$ cat src/rtl/pipeline_stage_skid.sv
// Elastic pipeline stage: valid/ready handshake, 2-entry skid buffer,
// synchronous flush, NOP fill on bubbles and a saturating stall counter.
module pipeline_stage_skid #(
  parameter int                DATA_W  = 96,
  parameter logic [DATA_W-1:0] NOP_VAL = DATA_W'({32'h00000013, 64'h0}),
  parameter bit                SKID_EN = 1'b1,
  parameter int                CNT_W   = 16
) (
  input  logic              clk,
  input  logic              reset,
  input  logic              flush,
  input  logic              in_valid,
  output logic              in_ready,
  input  logic [DATA_W-1:0] in_data,
  output logic              out_valid,
  input  logic              out_ready,
  output logic [DATA_W-1:0] out_data,
  output logic [CNT_W-1:0]  stall_count
);

  typedef enum logic [1:0] {EMPTY, ONE, TWO} state_e;

  state_e            state_q, state_d;
  logic [DATA_W-1:0] main_q, main_d;
  logic [DATA_W-1:0] skid_q, skid_d;
  logic              rdy_q, rdy_d;
  logic [CNT_W-1:0]  cnt_q, cnt_d;
  logic              in_fire, out_fire;

  assign out_valid   = (state_q != EMPTY);
  assign out_data    = main_q;
  assign in_ready    = SKID_EN ? rdy_q : (out_ready | ~out_valid);
  assign in_fire     = in_valid & in_ready;
  assign out_fire    = out_valid & out_ready;
  assign stall_count = cnt_q;

  always_comb begin
    state_d = state_q;
    main_d  = main_q;
    skid_d  = skid_q;
    unique case (state_q)
      EMPTY: begin
        if (in_fire) begin
          state_d = ONE;
          main_d  = in_data;
        end
      end
      ONE: begin
        if (in_fire && out_fire) begin
          main_d = in_data;
        end else if (in_fire && SKID_EN) begin
          state_d = TWO;
          skid_d  = in_data;
        end else if (out_fire) begin
          state_d = EMPTY;
          main_d  = NOP_VAL;
        end
      end
      TWO: begin
        if (out_fire) begin
          state_d = ONE;
          main_d  = skid_q;
        end
      end
      default: begin
        state_d = EMPTY;
        main_d  = NOP_VAL;
      end
    endcase
    // flush wins over any handshake in the same cycle
    if (flush) begin
      state_d = EMPTY;
      main_d  = NOP_VAL;
    end
  end

  always_comb begin
    rdy_d = (state_d != TWO);
    cnt_d = cnt_q;
    if (out_valid && !out_ready && !(&cnt_q)) begin
      cnt_d = cnt_q + CNT_W'(1);
    end
  end

  always_ff @(posedge clk or posedge reset) begin
    if (reset) begin
      state_q <= EMPTY;
      main_q  <= NOP_VAL;
      skid_q  <= '0;
      rdy_q   <= 1'b1;
      cnt_q   <= '0;
    end else begin
      state_q <= state_d;
      main_q  <= main_d;
      skid_q  <= skid_d;
      rdy_q   <= rdy_d;
      cnt_q   <= cnt_d;
    end
  end

endmodule

$ cat config.mk
export PLATFORM = sky130hd
export DESIGN_NAME = pipeline_stage_skid
export DESIGN_NICKNAME = d
export VERILOG_FILES = /design/src/rtl/pipeline_stage_skid.sv
export SDC_FILE = /design/constraint.sdc
export NUM_CORES = 1
export LEC_CHECK = 0
export ABC_CLOCK_PERIOD_IN_PS = 6650
export CAP_MARGIN = 10
export CORE_MARGIN = 3
export CORE_UTILIZATION = 34
export DETAILED_ROUTE_END_ITERATION = 6
export DONT_BUFFER_PORTS = 1
export GPL_TIMING_DRIVEN = 0
export PLACE_DENSITY = 0.51
export SYNTH_ARGS = -nofsm -noshare
export SYNTH_HDL_FRONTEND = slang
export SYNTH_SLANG_ARGS = --single-unit
$ cat constraint.sdc
create_clock -name clk -period 6.65 [get_ports clk]
set_input_delay 1.33 -clock clk [delete_from_list [all_inputs] [get_ports clk]]
set_output_delay 1.33 -clock clk [all_outputs]
set_load 0.005 [all_outputs]
==> results.py <==
metrics = {
    "status": {
        "status": "complete, no violations",
    },
    "clocking": {
        "cts_buffer_depth": 3,
        "post_cts_buffers": 0,
        "cts_buffers": 25,
        "cts_max_level": 1,
        "clk_pin_slew_ns": 0.06,
        "cts_resized": 0,
        "cts-root-buf": "clkbuf_16",
        "hold_buffers": 0,
        "cts_tree": "done",
        "clk_latency_ns": 0.52,
        "clkSinkCount": 211,
    },
    "power_and_ir_drop": {
        "swShare_pct": 26.11,
        "netSwitchingPower_mw": 0.9031,
        "p_leak_nw": 4.310,
        "pwr-share-seq_pct": 49.3,
        "internal_power_mw": 2.556,
        "p_comb_share_pct": 12.4,
        "max-vdd-ir-drop_uv": 196.2,
        "pwr-share-clk_pct": 38.3,
        "p_per_area_mw_per_mm2": 344.2,
    },
    "critical_path": {
        "cp.required_ns": 7.07,
        "worstSetupStartpointType": "primary input",
        "reg2reg_depth": 6,
        "critPathMaxFanout": 10,
        "cp-end-kind": "flip-flop",
        "crit_path_top_delay_cell": "nor3_2",
        "crit_type": "primary input to flip-flop",
        "crit_arrival_ns": 3.37,
        "critPathMaxStageDelay_ns": 0.63,
        "cp_cell_sequence": "buf_6, nor2b_1, nor3_1, nor3_2, clkbuf_1, buf_2, o2bb2ai_1",
    },
    "sta": {
        "finalCritPeriodShare_pct": 44.42,
        "finalClockSkew_ns": 0.01902,
        "fmax_mhz": 338.5,
        "hold_violations": 0,
        "max_slew_margin_pct": 42.01,
        "setup_viol": 0,
        "min_period_ns": 2.954,
        "tightestPinTransition_ns": 0.8699,
        "rsz0062_at_grt": "false",
        "fin_ws_ns": 3.696,
        "setup_tns_ns": 0,
        "final-max-slew-violation-count": 0,
    },
    "drt": {
        "ant_nets": 0,
        "wl_mm": 23.56,
        "drt-initial-drc-count": 341,
        "vias_per_cell": 5.621,
        "wl_per_cell_um": 22.92,
        "drc": 0,
        "vias": 5778,
        "firstDrtPassIters": 5,
    },
    "cells_and_area": {
        "drive_gt1_share_pct": 24.79,
        "final_common_cell": "dfrtp_1",
        "syn2layout_area_growth_pct": 15.09,
        "layout_common_cells": "207 x dfrtp_1, 97 x a22oi_1, 94 x mux2_2, 93 x o2bb2ai_1, 32 x clkbuf_1",
        "nNetsFinal": 785,
        "num_antenna_cells": 0,
    },
    "logic_synthesis": {
        "yosysWarnings": 0,
        "synth_xor_area_share_pct": 1.003,
        "syn_nets": 753,
        "synth_area_mm2": 0.008733,
        "ys_types": 38,
        "yosys-mux-area-fraction_pct": 12.12,
        "seq_area_frac_synth_pct": 60.52,
        "synth.avg_cell_area_um2": 13.42,
        "synth_cells": 651,
        "synth_top_family_by_area": "compound AO/OA/AOI/OAI gates",
        "synth_compound_area_share_pct": 19.74,
        "ys_seq_elements": 211,
        "synth_simple_gate_area_share_pct": 3.352,
        "synth_fa_ha_area_share_pct": 0.1433,
    },
    "floorplanning": {
        "chipWidth_um": 166.3,
        "start_util_pct": 34.68,
        "io_pins": 215,
        "rows": 58,
        "core-area_mm2": 0.02518,
        "die_y_um": 166.3,
        "die_area_mm2": 0.02765,
    },
    "worst_hold_path": {
        "worstHoldPathType": "flip-flop to flip-flop",
        "min_path_cells": 1,
    },
    "placed_design": {
        "pre_cts_ws_ns": 3.081,
        "place_congestion": 0.7946,
        "place.port_buffers": 0,
        "hpwlAfterDp_mm": 16.37,
    },
    "grt": {
        "antenna_found_initial": 0,
        "grt_usage_pct": 16.59,
        "grt_start_max_net_pins": 47,
        "gr-total-overflow": 0,
        "grt_pass1_vias": 6171,
        "grt_pass1_wl_mm": 37.13,
    },
    "job": {
        "max-cap-violations": 0,
    },
}
-- cells in the mapped netlist, drive strengths merged --
cell type | instances | area [µm²]
a211o | 1 | 8.760
and3 | 3 | 18.77
nand2 | 12 | 45.04
nor2b | 2 | 12.51
o22a | 1 | 8.760
nand2b | 2 | 12.51
a2bb2oi | 1 | 8.760
o21bai | 2 | 26.28
buf | 25 | 130.1
clkbuf | 29 | 108.9
nor4 | 4 | 25.02
nor2 | 10 | 37.54
and3b | 1 | 8.760
nand3 | 6 | 30.03
or4 | 1 | 11.26
ha | 1 | 12.51
xor2 | 5 | 43.79
o21a | 2 | 15.01
xnor2 | 5 | 43.79
dfstp | 4 | 105.1
nor3 | 5 | 41.29
dfrtp | 207 | 5180
a21oi | 4 | 20.02
o21ai | 13 | 65.06
o2bb2ai | 93 | 814.5
mux2 | 94 | 1059
a21boi | 1 | 7.510
or2 | 2 | 12.51
a31oi | 1 | 6.260
inv | 9 | 33.78
o211ai | 2 | 15.01
a22oi | 97 | 728.2
nand4 | 6 | 37.54
-- power by group through the flow --
stage | combinational [mW] | sequential [mW] | clock (mW)
floorplan | 0.345 | 1.67 | 0
global placement | 0.406 | 1.71 | 0
CTS | 0.438 | 1.70 | 1.37
global route | 0.480 | 1.74 | 1.43
detailed placement | 0.438 | 1.72 | 0
finish | 0.429 | 1.71 | 1.33
-- metrics by stage --
step	std cells	cell area [µm²]	utilization (%)	total power, mW	hold WS (ns)
floorplan	651	8737	-	2.013	0.4710
global placement	981	9150	36.34	2.120	0.4892
detailed placement	986	9250	36.73	2.163	0.4961
CTS	1028	10050	39.91	3.511	0.5083
global route	1028	10050	39.91	3.645	0.5236
finish	1028	10050	39.91	3.460	0.5055
-- routing by layer --
metal  routed length, µm  global-route usage, %  part of all wire [%]
met5                   0                      0                     0
met4                 564                  3.945                   2.4
met3                2617                  7.308                    11
met2               10840                  26.26                    46
met1                9541                  21.12                    40
-- path summary, 6_finish.rpt --
path                       startpoint            to  slack, ns
min                         skid_q[5]     skid_q[5]       0.51
min reg2reg                 skid_q[5]     skid_q[5]       0.51
max in group asynchronous       reset    skid_q[69]       4.77
min in group asynchronous       reset    skid_q[53]       0.73
max                         out_ready  out_data[92]       3.70
max reg2reg                state_q[0]  out_data[81]       4.10
-- layout make-up --
cell class | instances | area [µm²]
Clock inverter | 7 | 67.56
Clock buffer | 35 | 733.2
Sequential cell | 211 | 5285
Tap cell | 330 | 412.9
Fill cell | 2364 | 15130
Timing Repair Buffer | 5 | 100.1
Inverter | 9 | 37.54
Multi-Input combinational cell | 377 | 3176
Buffer | 54 | 239.0
-- kinds of logic (layout without fill, tap and decap cells) --
kind of cell               Yosys count  after routing
adders and majority gates            1              1
AOI/OAI and AO/OA                  218            218
DFF                                211            211
and+or+nand+nor                     54             54
xor gates and xnor gates            10             10
muxes                               94             94
buffers and inverters               63            110
-- registers in the layout, indices dropped and copies added, names as in the netlist --
signal,count
state_q,2
skid_q,96
in_ready,1
stall_count,16
out_data,96
-- worst max-delay path: cells and delay by family --
| kind | cells | cell delay [ns] |
|---|---|---|
| AOI/OAI and AO/OA | 1 | 0.15 |
| buffers and inverters | 3 | 1.00 |
| and+or+nand+nor | 3 | 0.89 |
Power figures use the tool's default switching activity.
